`src/rtl/shift_reg_ctl.sv`:
```
// Multi-mode WIDTH-bit shift register with a saturating step counter and a sticky done flag.
// Intended as the operand/partial-product register of a Booth multiplier.
module shift_reg_ctl #(
  parameter int WIDTH  = 16,
  parameter int NSTEPS = 8,
  localparam int CW    = $clog2(NSTEPS + 1)
) (
  input  logic             clk,
  input  logic             clr,
  input  logic             sclr,
  input  logic             en,
  input  logic [2:0]       mode,
  input  logic [WIDTH-1:0] ld_data,
  input  logic             sin,
  output logic [WIDTH-1:0] q,
  output logic [1:0]       sout,
  output logic [CW-1:0]    shift_cnt,
  output logic             done
);

  typedef enum logic [2:0] {
    M_HOLD = 3'b000,
    M_LOAD = 3'b001,
    M_ASR1 = 3'b010,
    M_ASR2 = 3'b011,
    M_LSR1 = 3'b100,
    M_LSL1 = 3'b101,
    M_ROR1 = 3'b110,
    M_RSVD = 3'b111
  } mode_t;

  localparam logic [CW-1:0] LAST_STEP = CW'(NSTEPS - 1);

  logic [WIDTH-1:0] r_q;
  logic [1:0]       r_sout;
  logic [CW-1:0]    r_cnt;
  logic             r_done;

  logic             w_is_shift;
  logic [WIDTH-1:0] w_q_shift;
  logic [1:0]       w_sout_shift;

  always_comb begin
    w_is_shift   = 1'b1;
    w_q_shift    = r_q;
    w_sout_shift = r_sout;
    case (mode_t'(mode))
      M_ASR1: begin
        w_q_shift    = {r_q[WIDTH-1], r_q[WIDTH-1:1]};
        w_sout_shift = {1'b0, r_q[0]};
      end
      M_ASR2: begin
        w_q_shift    = {r_q[WIDTH-1], r_q[WIDTH-1], r_q[WIDTH-1:2]};
        w_sout_shift = r_q[1:0];
      end
      M_LSR1: begin
        w_q_shift    = {sin, r_q[WIDTH-1:1]};
        w_sout_shift = {1'b0, r_q[0]};
      end
      M_LSL1: begin
        w_q_shift    = {r_q[WIDTH-2:0], sin};
        w_sout_shift = {1'b0, r_q[WIDTH-1]};
      end
      M_ROR1: begin
        w_q_shift    = {r_q[0], r_q[WIDTH-1:1]};
        w_sout_shift = {1'b0, r_q[0]};
      end
      default: w_is_shift = 1'b0;
    endcase
  end

  always_ff @(posedge clk or negedge clr) begin
    if (!clr) begin
      r_q    <= '0;
      r_sout <= 2'b00;
      r_cnt  <= '0;
      r_done <= 1'b0;
    end else if (sclr) begin
      r_q    <= '0;
      r_sout <= 2'b00;
      r_cnt  <= '0;
      r_done <= 1'b0;
    end else if (en) begin
      if (mode_t'(mode) == M_LOAD) begin
        r_q    <= ld_data;
        r_sout <= 2'b00;
        r_cnt  <= '0;
        r_done <= 1'b0;
      end else if (w_is_shift && !r_done) begin
        // done is exactly "counter at NSTEPS", so blocking on it also saturates the count
        r_q    <= w_q_shift;
        r_sout <= w_sout_shift;
        r_cnt  <= r_cnt + CW'(1);
        if (r_cnt == LAST_STEP) r_done <= 1'b1;
      end
    end
  end

  assign q         = r_q;
  assign sout      = r_sout;
  assign shift_cnt = r_cnt;
  assign done      = r_done;

endmodule

```
`config.mk`:
```
export PLATFORM = sky130hd
export DESIGN_NAME = shift_reg_ctl
export DESIGN_NICKNAME = d
export VERILOG_FILES = /design/src/rtl/shift_reg_ctl.sv
export SDC_FILE = /design/constraint.sdc
export NUM_CORES = 1
export LEC_CHECK = 0
export CAP_MARGIN = 15
export CORE_UTILIZATION = 54
export CTS_BUF_LIST = sky130_fd_sc_hd__clkbuf_16
export DETAILED_ROUTE_END_ITERATION = 16
export DONT_BUFFER_PORTS = 1
export HOLD_SLACK_MARGIN = 0.12
export PLACE_DENSITY = 0.7
export SLEW_MARGIN = 0
export SYNTH_ARGS = -nofsm -noshare
export SYNTH_HDL_FRONTEND = slang
export SYNTH_SLANG_ARGS = --single-unit
```
`constraint.sdc`:
```
create_clock -name clk -period 1.92 [get_ports clk]
set_input_delay 0.192 -clock clk [delete_from_list [all_inputs] [get_ports clk]]
set_output_delay 0.192 -clock clk [all_outputs]
set_load 0.03 [all_outputs]
```
==> qor.yml <==
run_status:
  outcome: "complete, no violations"
timing:
  fin_worst_skew_ns: 0.00250
  rsz0062_at_grt: "no"
  finalSetupTns_ns: 0
  fin_crit_sh: 0.853
  worst_slew_pin_slew_ns: 1.09
  fin_crit_ns: 1.64
  final_max_slew_viol_count: 0
  holdWs_ns: 0.144
  fmax_mhz: 610
  finalHoldViolCount: 0
  slew_headroom: 0.272
  setup_viol: 0
power:
  clockPowerShare: 0.377
  p_int_w: 0.000878
  vdd_drop_max_mv: 0.640
  p_leak_nw: 0.796
  p_sw_w: 0.000330
  switching_share: 0.273
  p_per_area_nw_per_um2: 716
  seqPwrFrac: 0.475
  p_comb_frac: 0.149
clock_network:
  postCtsSetupRepairBufs: 0
  clkLatencyLatePin_ns: 0.26
  htreeDepth: 1
  cts.sinks: 23
  postCtsHoldBufs: 2
  clockRootBuffer: "clkbuf_16"
  cts_inserted_buffers: 3
  cts_max_path_buffers: 2
  cts.clk_slew.worst_paths_ns: 0.06
  post_cts_resized: 0
  cts_tree: "built"
worst_setup_path:
  endpoint_kind: "flop"
  crit_buf_inv: 0
  arrival_ns: 1.78
  cp_top_family: "compound AO/OA/AOI/OAI gates"
  worstPathRequired_ns: 2.06
  crit_path_top_delay_cell: "dfrtp_1"
  path_cells: "a21oi_1, o2111a_4, nor2_8, mux2_2"
  worstSetupPathType: "reg2reg"
  cpPeakStageDelay_ns: 0.39
  crit_path_max_fanout: 19
  start_kind: "flop"
drt:
  firstDrtPassIters: 4
  drt_iter0_drc: 79
  drt.antenna.violating_nets: 0
  drt_wl_total_mm: 3.50
  num_vias: 1190
  vias_per_cell: 6.72
  wl_per_cell_um: 19.8
  drcViolationCount: 0
run:
  cap_violations: 0
grt:
  grt_max_degree: 27
  grt-ovfl-total: 0
  antenna_found_initial: 0
  track_usage: 0.241
  grt_pass1_wl_mm: 5.82
  grt_pass1_vias: 1163
floorplanning:
  io_pins: 47
  rows: 19
  start_util: 0.569
  core_sq_um: 2730
  die-width_um: 55.7
  die_y_um: 55.7
  die_area_sq_um: 3100
synth:
  ys.flop_type: "dfrtp_1"
  synth_cell_type_count: 33
  syn_area_sq_um: 1560
  ys_seq_elements: 23
  syn_inst: 142
  avgSynthCellArea_sq_um: 11.0
  syn-num-nets: 167
  synth_edf_count: 0
  async_flop_share: 1.00
  yosysWarnings: 0
  ys_seq_area_frac: 0.370
placement:
  dp_hpwl_mm: 2.39
  placed_cells_incl_taps: 170
  place_congestion: 0.820
  port_buffers: 0
final_layout:
  stdcell_count: 177
  final_common_cell: "dfrtp_1"
  area_growth_pct: 8.53
  antenna_cells: 0
  final_cell_mix: "dfrtp_1, mux2i_1, nor2_1, a221o_1, mux2_2"
  nets: 172
  drive_gt1_frac: 0.240
  fillers: 217
min_path:
  min_path_type: "in2reg"
through the flow:
step | total power (W) | instance area, sq um | worst slack [ns] | util
after floorplan | 0.000734 | 1560 | 0.228 | -
after global placement | 0.000739 | 1570 | 0.331 | 0.575
after detailed placement | 0.000745 | 1570 | 0.300 | 0.575
after CTS | 0.00122 | 1670 | 0.303 | 0.612
after global routing | 0.00126 | 1690 | 0.234 | 0.617
final | 0.00121 | 1690 | 0.281 | 0.617
path summary, 6_finish.rpt:
kind	to	depth (start not counted)	start	slack (ns)
max	q[2]	4	done	0.28
min	done	2	sclr	0.14
max reg2reg	q[2]	4	done	0.28
min reg2reg	q[10]	1	q[10]	0.66
max in group asynchronous	shift_cnt[1]	2	clr	1.09
min in group asynchronous	q[12]	1	clr	0.35
registers in the layout, indices dropped and copies added, names as in the netlist:
| signal | count |
|---|---|
| done | 1 |
| q | 16 |
| shift_cnt | 4 |
| sout | 2 |
layer usage:
layer,vias to the layer above,global-route usage,share of wire
met1,600,0.332,0.41
li1,542,-,-
met4,0,0.0929,0.0089
met3,4,0.0512,0.068
met2,44,0.373,0.51
met5,-,0,0
cell usage after synthesis, types with 2 or more instances:
cell type,count,area share
mux2_2,10,0.072
a21oi_1,4,0.013
mux2i_1,18,0.12
inv_1,4,0.0097
nand2b_1,2,0.0080
a31o_2,2,0.011
a211oi_1,2,0.0097
buf_2,7,0.023
a221o_1,13,0.084
nor2_1,18,0.043
nand3_1,2,0.0064
o2111ai_1,2,0.011
o21ai_0,2,0.0064
mux2_4,8,0.077
nand2_1,6,0.014
dfrtp_1,23,0.37
nor2b_1,3,0.012
area by class of cell:
| type | instances | area (sq um) | share of cell area |
|---|---|---|---|
| Tap cell | 31 | 38.8 | 0.0230 |
| Multi-Input combinational cell | 105 | 891 | 0.528 |
| Inverter | 4 | 15.0 | 0.00890 |
| Clock inverter | 1 | 5.00 | 0.00297 |
| Timing Repair Buffer | 10 | 87.6 | 0.0519 |
| Sequential cell | 23 | 576 | 0.341 |
| Clock buffer | 3 | 75.1 | 0.0445 |
cell families (layout without fill, tap and decap cells):
| group | after synthesis | count (layout) | synth area share |
|---|---|---|---|
| fa+ha+maj | 1 | 1 | 0.00804 |
| compound gates | 30 | 30 | 0.171 |
| flops | 23 | 23 | 0.370 |
| simple gates | 37 | 37 | 0.122 |
| mux | 36 | 36 | 0.265 |
| xor+xnor | 1 | 1 | 0.00563 |
| buf+inv | 14 | 18 | 0.0571 |
power by group through the flow:
stage               sequential (W)  combinational [W]  clock (W)
floorplan                 0.000586           0.000149          0
global placement          0.000580           0.000159          0
detailed placement        0.000582           0.000163          0
CTS                       0.000573           0.000177   0.000466
global route              0.000577           0.000195   0.000483
finish                    0.000574           0.000180   0.000455
Note: power is estimated with default switching activity, not from simulation.
